$ cat src/rtl/port_stat_if.sv
// Statistics write channel from the MAC ports: per-port address/increment,
// held by the requester until the collector pulses the matching ack bit.
interface port_stat_if #(
    parameter int NUM_PORTS = 4
);
    logic [7*NUM_PORTS-1:0]  port_addr;
    logic [16*NUM_PORTS-1:0] port_din;
    logic [NUM_PORTS-1:0]    port_req;
    logic [NUM_PORTS-1:0]    port_ack;

    modport master (output port_addr, output port_din, output port_req, input port_ack);
    modport slave  (input port_addr, input port_din, input port_req, output port_ack);
endinterface

$ cat src/rtl/port_stat_collector.sv
// Round-robin collector of per-port statistic deltas into a bank of
// saturating counters, with a single-cycle host read port and clear-on-read.
module port_stat_collector #(
    parameter int         NUM_PORTS     = 4,
    parameter logic [6:0] ADDR_BASE     = 7'h10,
    parameter int         NUM_REGS      = 16,
    parameter int         CNT_W         = 32,
    parameter bit         CLEAR_ON_READ = 1'b1
) (
    input  logic             clk,
    input  logic             rstn,
    port_stat_if.slave       ps,
    input  logic             rd_req,
    input  logic [6:0]       rd_addr,
    output logic [CNT_W-1:0] rd_data,
    output logic             rd_valid,
    input  logic             clr_all,
    output logic [15:0]      addr_err_cnt
);

    localparam int         PTR_W   = (NUM_PORTS > 1) ? $clog2(NUM_PORTS) : 1;
    localparam int         IDX_W   = (NUM_REGS > 1) ? $clog2(NUM_REGS) : 1;
    localparam logic [7:0] ADDR_LO = {1'b0, ADDR_BASE};
    localparam logic [7:0] ADDR_HI = ADDR_LO + 8'(NUM_REGS);

    typedef enum logic [0:0] {
        ST_IDLE   = 1'b0,
        ST_UPDATE = 1'b1
    } state_t;

    function automatic logic addr_in_range(input logic [6:0] a);
        return ({1'b0, a} >= ADDR_LO) && ({1'b0, a} < ADDR_HI);
    endfunction

    function automatic logic [IDX_W-1:0] reg_idx(input logic [6:0] a);
        logic [7:0] off;
        off = {1'b0, a} - ADDR_LO;
        return off[IDX_W-1:0];
    endfunction

    // Widen by one bit so a carry out means the counter must pin at all-ones.
    function automatic logic [CNT_W-1:0] sat_add(input logic [CNT_W-1:0] base, input logic [15:0] inc);
        logic [CNT_W:0] sum;
        sum = {1'b0, base} + (CNT_W+1)'(inc);
        if (sum[CNT_W]) begin
            return {CNT_W{1'b1}};
        end else begin
            return sum[CNT_W-1:0];
        end
    endfunction

    state_t               state_r, state_nxt_s;
    logic [PTR_W-1:0]     rr_ptr_r, rr_ptr_nxt_s;
    logic [PTR_W-1:0]     grant_r, grant_nxt_s;
    logic [PTR_W:0]       cand_s;
    logic                 found_s;
    logic [6:0]           addr_r, addr_nxt_s;
    logic [15:0]          din_r, din_nxt_s;
    logic [NUM_PORTS-1:0] ack_r, ack_nxt_s, req_elig_s;
    logic                 upd_s;

    logic [CNT_W-1:0]     cnt_r     [NUM_REGS];
    logic [CNT_W-1:0]     cnt_nxt_s [NUM_REGS];
    logic                 rd_hit_s, upd_hit_s;
    logic [IDX_W-1:0]     rd_idx_s, upd_idx_s;
    logic [CNT_W-1:0]     rd_data_r;
    logic                 rd_valid_r;
    logic [15:0]          err_cnt_r;

    assign rd_hit_s  = rd_req & addr_in_range(rd_addr);
    assign rd_idx_s  = reg_idx(rd_addr);
    assign upd_hit_s = upd_s & addr_in_range(addr_r);
    assign upd_idx_s = reg_idx(addr_r);

    // Arbitration and FSM next state; a port acked last cycle is masked out
    // because its request is still visible for one more cycle.
    always_comb begin
        state_nxt_s  = state_r;
        rr_ptr_nxt_s = rr_ptr_r;
        grant_nxt_s  = grant_r;
        addr_nxt_s   = addr_r;
        din_nxt_s    = din_r;
        ack_nxt_s    = '0;
        upd_s        = 1'b0;
        found_s      = 1'b0;
        cand_s       = '0;
        req_elig_s   = ps.port_req & ~ack_r;
        case (state_r)
            ST_IDLE: begin
                for (int k = 0; k < NUM_PORTS; k++) begin
                    cand_s = {1'b0, rr_ptr_r} + (PTR_W+1)'(k);
                    if (cand_s >= (PTR_W+1)'(NUM_PORTS)) begin
                        cand_s = cand_s - (PTR_W+1)'(NUM_PORTS);
                    end else begin
                        cand_s = cand_s;
                    end
                    if (!found_s && req_elig_s[cand_s[PTR_W-1:0]]) begin
                        found_s     = 1'b1;
                        grant_nxt_s = cand_s[PTR_W-1:0];
                    end else begin
                        found_s = found_s;
                    end
                end
                for (int i = 0; i < NUM_PORTS; i++) begin
                    if (found_s && (grant_nxt_s == PTR_W'(i))) begin
                        addr_nxt_s = ps.port_addr[7*i +: 7];
                        din_nxt_s  = ps.port_din[16*i +: 16];
                    end else begin
                        addr_nxt_s = addr_nxt_s;
                    end
                end
                if (found_s) begin
                    state_nxt_s = ST_UPDATE;
                end else begin
                    state_nxt_s = ST_IDLE;
                end
            end
            ST_UPDATE: begin
                upd_s              = 1'b1;
                ack_nxt_s[grant_r] = 1'b1;
                if (int'(grant_r) == NUM_PORTS - 1) begin
                    rr_ptr_nxt_s = '0;
                end else begin
                    rr_ptr_nxt_s = grant_r + 1'b1;
                end
                state_nxt_s = ST_IDLE;
            end
            default: begin
                state_nxt_s = ST_IDLE;
            end
        endcase
    end

    // FSM, arbitration state and registered acknowledge.
    always_ff @(posedge clk or negedge rstn) begin
        if (!rstn) begin
            state_r  <= ST_IDLE;
            rr_ptr_r <= '0;
            grant_r  <= '0;
            addr_r   <= 7'd0;
            din_r    <= 16'd0;
            ack_r    <= '0;
        end else begin
            state_r  <= state_nxt_s;
            rr_ptr_r <= rr_ptr_nxt_s;
            grant_r  <= grant_nxt_s;
            addr_r   <= addr_nxt_s;
            din_r    <= din_nxt_s;
            ack_r    <= ack_nxt_s;
        end
    end

    // Counter next values: clears zero the base first, so a coincident
    // update still lands its delta on top of the cleared value.
    always_comb begin
        for (int r = 0; r < NUM_REGS; r++) begin
            if (clr_all || (CLEAR_ON_READ && rd_hit_s && (rd_idx_s == IDX_W'(r)))) begin
                cnt_nxt_s[r] = '0;
            end else begin
                cnt_nxt_s[r] = cnt_r[r];
            end
            if (upd_hit_s && (upd_idx_s == IDX_W'(r))) begin
                cnt_nxt_s[r] = sat_add(cnt_nxt_s[r], din_r);
            end else begin
                cnt_nxt_s[r] = cnt_nxt_s[r];
            end
        end
    end

    // Counter bank.
    always_ff @(posedge clk or negedge rstn) begin
        if (!rstn) begin
            for (int r = 0; r < NUM_REGS; r++) begin
                cnt_r[r] <= '0;
            end
        end else begin
            for (int r = 0; r < NUM_REGS; r++) begin
                cnt_r[r] <= cnt_nxt_s[r];
            end
        end
    end

    // Host read captures the pre-update value; rd_data holds between reads.
    always_ff @(posedge clk or negedge rstn) begin
        if (!rstn) begin
            rd_data_r  <= '0;
            rd_valid_r <= 1'b0;
        end else begin
            rd_valid_r <= rd_req;
            if (rd_req) begin
                rd_data_r <= rd_hit_s ? cnt_r[rd_idx_s] : '0;
            end else begin
                rd_data_r <= rd_data_r;
            end
        end
    end

    // Out-of-range write counter, saturating and untouched by clr_all.
    always_ff @(posedge clk or negedge rstn) begin
        if (!rstn) begin
            err_cnt_r <= 16'd0;
        end else if (upd_s && !addr_in_range(addr_r) && (err_cnt_r != 16'hFFFF)) begin
            err_cnt_r <= err_cnt_r + 16'd1;
        end else begin
            err_cnt_r <= err_cnt_r;
        end
    end

    assign ps.port_ack   = ack_r;
    assign rd_data       = rd_data_r;
    assign rd_valid      = rd_valid_r;
    assign addr_err_cnt  = err_cnt_r;

endmodule
$ cat src/flat_wrapper.sv
// flat-port wrapper written by rule: the top's interface ports become plain ports
module port_stat_collector_flat 
#(
    parameter int         NUM_PORTS     = 4,
    parameter logic [6:0] ADDR_BASE     = 7'h10,
    parameter int         NUM_REGS      = 16,
    parameter int         CNT_W         = 32,
    parameter bit         CLEAR_ON_READ = 1'b1
)
  (clk, rstn, rd_req, rd_addr, rd_data, rd_valid, clr_all, addr_err_cnt, ps_port_addr, ps_port_din, ps_port_req, ps_port_ack);
  port_stat_if #(.NUM_PORTS(NUM_PORTS)) ps_i ();
  input  logic clk;
  input  logic rstn;
  input  logic rd_req;
  input  logic [6:0] rd_addr;
  output logic [CNT_W-1:0] rd_data;
  output logic rd_valid;
  input  logic clr_all;
  output logic [15:0] addr_err_cnt;
  input wire logic [$bits(ps_i.port_addr)-1:0] ps_port_addr;
  input wire logic [$bits(ps_i.port_din)-1:0] ps_port_din;
  input wire logic [$bits(ps_i.port_req)-1:0] ps_port_req;
  output wire logic [$bits(ps_i.port_ack)-1:0] ps_port_ack;
  assign ps_i.port_addr = ps_port_addr;
  assign ps_i.port_din = ps_port_din;
  assign ps_i.port_req = ps_port_req;
  assign ps_port_ack = ps_i.port_ack;
  port_stat_collector #(.NUM_PORTS(NUM_PORTS), .ADDR_BASE(ADDR_BASE), .NUM_REGS(NUM_REGS), .CNT_W(CNT_W), .CLEAR_ON_READ(CLEAR_ON_READ)) u_core (.clk(clk), .rstn(rstn), .ps(ps_i), .rd_req(rd_req), .rd_addr(rd_addr), .rd_data(rd_data), .rd_valid(rd_valid), .clr_all(clr_all), .addr_err_cnt(addr_err_cnt));
endmodule
$ cat config.mk
export PLATFORM = sky130hd
export DESIGN_NAME = port_stat_collector_flat
export DESIGN_NICKNAME = d
export VERILOG_FILES = /design/src/rtl/port_stat_if.sv /design/src/rtl/port_stat_collector.sv /design/src/flat_wrapper.sv
export SDC_FILE = /design/constraint.sdc
export NUM_CORES = 2
export LEC_CHECK = 0
export CAP_MARGIN = 5
export CORE_MARGIN = 3
export CORE_UTILIZATION = 60
export DETAILED_ROUTE_END_ITERATION = 10
export GPL_TIMING_DRIVEN = 1
export PLACE_DENSITY_LB_ADDON = 0.15
export SYNTH_ARGS = -nofsm -noshare
export SYNTH_HDL_FRONTEND = slang
export SYNTH_SLANG_ARGS = --single-unit
$ cat constraint.sdc
create_clock -name clk -period 4.7 [get_ports clk]
set_clock_uncertainty 0.2 [all_clocks]
set_input_delay 1.41 -clock clk [delete_from_list [all_inputs] [get_ports clk]]
set_output_delay 1.41 -clock clk [all_outputs]
set_load 0.01 [all_outputs]
After elaboration in Yosys (flattened, before gate mapping)
Index checks and enable logic that the tools add are counted.
{"block": "op_classes", "n_reduce_logical": 69, "order_cmp": 15, "bitwise_logic": 6, "n_mux": 96, "addsub": 27, "n_eq_ne": 35}
{"operator": "32-bit 2-to-1 mux", "count": 51}
{"operator": "32-bit by 16-bit adder with 33-bit output", "count": 16}
{"operator": "32-bit binary-select mux with 4-bit select", "count": 1}
{"operator": "4-bit equality test (second input constant)", "count": 16}
{"operator": "16-bit 2-to-1 mux", "count": 4}
{"operator": "1-bit logical AND", "count": 44}
{"operator": "4-bit by 3-bit equality test with 1-bit output (second input constant)", "count": 8}
{"operator": "2-bit 2-to-1 mux", "count": 14}
{"operator": "7-bit 2-to-1 mux", "count": 4}
{"operator": "16-bit by 1-bit adder with 16-bit output (second input constant)", "count": 1}
{"operator": "4-bit by 2-bit equality test with 1-bit output (second input constant)", "count": 4}
{"operator": "1-bit logical OR", "count": 16}
{"operator": "16-bit != test (second input constant)", "count": 1}
{"operator": "2-bit by 3-bit < comparator with 1-bit output (second input constant)", "count": 5}
{"operator": "1-bit 2-to-1 mux", "count": 15}
{"operator": "7-bit by 5-bit greater-or-equal comparator with 1-bit output (second input constant)", "count": 2}
{"operator": "7-bit by 6-bit < comparator with 1-bit output (second input constant)", "count": 2}
{"operator": "3-bit greater-or-equal comparator (second input constant)", "count": 3}
{"operator": "1-bit binary-select mux with 2-bit select", "count": 4}
{"operator": "4-bit by 1-bit equality test with 1-bit output (second input constant)", "count": 2}
{"operator": "4-bit zero test", "count": 2}
{"operator": "2-bit by 1-bit subtractor with 2-bit output (second input constant)", "count": 4}
{"operator": "4-bit by 1-bit subtractor with 4-bit output (second input constant)", "count": 2}
{"operator": "2-bit by 2-bit adder with 3-bit output (second input constant)", "count": 2}
{"operator": "other kinds (19)", "count": 25}
{"block": "word_totals", "ff_bits": 593, "input_bits": 107, "output_inout_bits": 53, "wordCells": 273}

Depth between registers and ports, before layout
{"block": "logic_depth", "word_depth": 25, "ltp_mapped": 18, "ltp_nobuf": 14}

Least setup slack after synthesis
OpenSTA, ideal clock, no wires.
{"block": "synth_path", "kind": "in2reg", "from": "in rd_addr[5]", "to": "reg u_core.cnt_r[15] (netlist name)", "setup_time_ns": 0.126, "n_path_buf": 2, "required_ns": 4.374, "stages": 16, "path_slack_ns": -0.865, "arrival_time_ns": 5.239, "cell_sequence": "nor4bb_1 and3_1 clkbuf_1 a21oi_1 clkbuf_1 and2_1 ha_1 fa_1 a211o_1 a2111oi_2 o21ai_1 o31ai_4 o41ai_4 nor3b_2 and3_1 a311o_1"}
{"element": "from (decl)", "line_no": "flat_wrapper.sv:15", "text": "input logic [6:0] rd_addr;"}
{"element": "to (signal, indexed assignment)", "line_no": "port_stat_collector.sv:178", "text": "cnt_r[r] <= cnt_nxt_s[r];"}
{"element": "to (decl)", "line_no": "port_stat_collector.sv:62", "text": "logic [CNT_W-1:0] cnt_r [NUM_REGS];"}

==> metrics.cfg <==
[outcome]
status = finished with violations
violations = negative setup slack

[power_and_ir_drop]
irDropWorstVdd_uv = 367
swShare_pct = 37.1
pwr-share-seq_pct = 28.7
power_leakage_uw = 0.0270
clkPwrFrac_pct = 28.9
power.switching_uw = 7740
power_density_mw_per_mm2 = 357
p_int_uw = 13100
combPwrFrac_pct = 42.4

[worst_setup_path]
critical_path_required_ps = 4990
startpoint = rd_addr[5]
r2r_cells = 13
worstPathArrival_ps = 5260
timing.rr.start = u_core.din_r[0]
cp-endpoint = u_core.cnt_r[6]
cp-start-kind = input port
reg2reg_setup_slack_ps = 670
criticalPathCategory = in -> reg
crit_fanout = 5
crit-reg2reg-capture = u_core.cnt_r[6]
end_kind = register

[yosys]
synth_compound_area_share_pct = 18.2
yosys.area_share.simple_pct = 20.4
synth_top_family_by_area = simple AND/OR/NAND/NOR gates
synth_common_cells = nand2_1, dfrtp_1, and2_1
netlist_top_cells_area = dfrtp_1, mux4_2, ha_1, nand2_1, and2_1
synth_enable_flop_cells = 0
ys_warn_count = 0
syn_inst = 4841
synthXorXnorAreaFrac_pct = 7.52
netlist.area_leader.share_pct = 33.3
synth_top_flop_cell = dfrtp_1
yosysTopAreaCell = dfrtp_1
synth.yosys.seq_area_share_pct = 33.3
synth_cell_types = 106
synthesis.nets = 5225
syn-cell-area_mm2 = 0.0446
yosysMostFrequentCell = nand2_1
async_flop_share_pct = 100
synth_adder_area_share_pct = 8.04
synthMuxAreaShare_pct = 9.69
ys_seq_elements = 593
synth.avg_cell_area_um2 = 9.22

[placement]
gp_congestion = 0.989
place_ws_ps = -1410
dp.final_hpwl_mm = 116
io_buffers = 159

[finish]
layout.nets = 6137
ff_latch_area_mm2 = 0.0148
multi_input_area_mm2 = 0.0302
syn_to_final_growth_pct = 30.9
nFillCells = 4693
final_layout_size_suffix_gt1_share_pct = 26.1

[timing]
rsz0062_at_grt = yes
max_slew_margin_pct = 21.3
period_share_pct = 106
slew_viol_final = 0
period_needed_ps = 4970
fmax_mhz = 201
setup_violations = 119
hold_viol_final = 0
timing.hold.ws_ps = 296
setup_ws_ps = -269
worstMarginPinSlew_ps = 1180

[grt]
grt.total_usage_pct = 40.0
grt_pass1_vias = 44000
antenna_found_initial = 7
gr-total-overflow = 0
grt_max_degree = 114
grt_pass1_wl_mm = 244

[cts]
hold_buffers = 0
clock_latency_ps = 640
clk_pin_slew_ps = 60
cts.sinks = 593
clockBufferDepth = 3
clock-root-buffer = clkbuf_16
cts_buffers = 72
tritoncts = yes
h-tree-depth = 3

[hold_path]
hold_class = reg -> reg
hold_depth = 1

[drt]
via_per_inst = 6.47
final_antenna_net_count = 0
first_iter_violations = 4001
routed_wl_mm = 161
vias = 43800
firstDrtPassIters = 6
drt-wirelength-per-cell_um = 23.7
drc = 0

[floorplan]
dieWidth_um = 279
die_area_mm2 = 0.0777
pin_count = 160
rows = 99
die_h_um = 279
core_mm2 = 0.0733
initial_core_util_pct = 60.8

[job]
maxCapViolCount = 0

==> routing by layer <==
layer	vias up	track usage, %	routed length [um]
li1	19600	-	-
met1	21400	48.4	59400
met2	2149	66.6	76300
met3	605	7.68	13200
met4	2	24.0	11600
met5	-	0	14
==> cell usage in the layout (no fill, tap or decap), types with 35 or more instances in the layout <==
| master | instances |
|---|---|
| nor2_1 | 253 |
| mux4_2 | 160 |
| and2_1 | 267 |
| clkbuf_16 | 79 |
| xor2_1 | 183 |
| dfrtp_1 | 592 |
| o21a_1 | 53 |
| buf_4 | 807 |
| nand2_1 | 611 |
| a21oi_1 | 191 |
| buf_6 | 35 |
| mux2i_1 | 65 |
| clkdlybuf4s50_1 | 149 |
| nand2b_1 | 54 |
| ha_1 | 221 |
| o21ai_0 | 250 |
| nand4_1 | 52 |
| inv_1 | 104 |
| o21ai_1 | 46 |
| buf_12 | 41 |
| xnor2_1 | 200 |
| nor3_1 | 102 |
| nand3_1 | 179 |
| a21o_1 | 105 |
| a31oi_1 | 40 |
| and3_1 | 78 |
| o211ai_1 | 164 |
==> kinds of logic after synthesis <==
group / after synthesis
and+or+nand+nor: 1829
muxes: 231
AOI/OAI and AO/OA: 1202
buffers and inverters: 326
DFF: 593
xor gates and xnor gates: 383
adders and majority gates: 277
==> how the worst min path moves through the flow <==
stage	startpoint	endpoint	slack, ps
global placement	u_core.addr_err_cnt[9]	u_core.addr_err_cnt[9]	280
detailed placement	u_core.addr_err_cnt[12]	u_core.addr_err_cnt[12]	280
global route	u_core.addr_err_cnt[14]	u_core.addr_err_cnt[14]	320
finish	u_core.addr_err_cnt[12]	u_core.addr_err_cnt[12]	300
CTS	u_core.addr_err_cnt[12]	u_core.addr_err_cnt[12]	300
floorplan	u_core.cnt_r[62]	u_core.cnt_r[62]	260
==> state kept, by name, summed over array words and instances, names as in the netlist <==
register / cells
u_core.cnt_r: 512
u_core.rd_data: 32
u_core.addr_err_cnt: 16
u_core.din_r: 16
u_core.addr_r: 7
u_core.ps.port_ack: 4
u_core.grant_r: 2
u_core.rr_ptr_r: 2
u_core.rd_valid: 1
u_core.state_r: 1
==> power by group through the flow <==
stage / Sequential, uW / Clock, uW / Combinational [uW]
after detailed placement: 6020 / 0 / 8200
after CTS: 5930 / 6040 / 8430
final: 5990 / 6020 / 8850
after global routing: 6000 / 6230 / 9580
after global placement: 6010 / 0 / 8000
after floorplan: 5860 / 0 / 4630
==> critical path, stage by stage <==
cell       delay (ps)
buf_8             100
nor4bb_4          260
buf_4             200
buf_6             100
and3_4            240
buf_12            120
a21oi_4            90
and2_4            170
ha_4              160
fa_2              370
a211o_1           310
a2111oi_4         390
o21ai_2           140
o31ai_4           300
o41ai_4           140
buf_4             170
nand4_1           140
buf_6             170
clkbuf_16         150
o211ai_1          100
==> final cells by class <==
class                   count  area share (%)
multi-input cells        3923            51.8
clock inverters            33           0.782
well taps                 959            2.05
clock buffers              98            3.51
flip-flops and latches    593            25.4
diodes                      2         0.00857
repair buffers           1058            15.8
inverters                 105           0.675
==> metrics by stage <==
| stage | cell area [um^2] | instances | utilization, % | total power [uW] | TNS [ps] |
|---|---|---|---|---|---|
| final | 58400 | 6771 | 79.7 | 20900 | -14790 |
| after global routing | 58400 | 6769 | 79.6 | 21800 | -42240 |
| after CTS | 57100 | 6735 | 77.9 | 20400 | -12870 |
| after detailed placement | 53500 | 6559 | 73.0 | 14200 | -602290 |
| after global placement | 53500 | 6559 | 73.0 | 14000 | -564570 |
| after floorplan | 45100 | 4841 | - | 10500 | -47040 |
==> what timing repair did <==
item                       CTS  global route
gates cloned                 9             8
buffers inserted            37            31
pin swaps                   74            88
gates resized for setup    160           181
setup endpoints to repair  512           500
No activity file was read; power rests on OpenSTA's default activity.
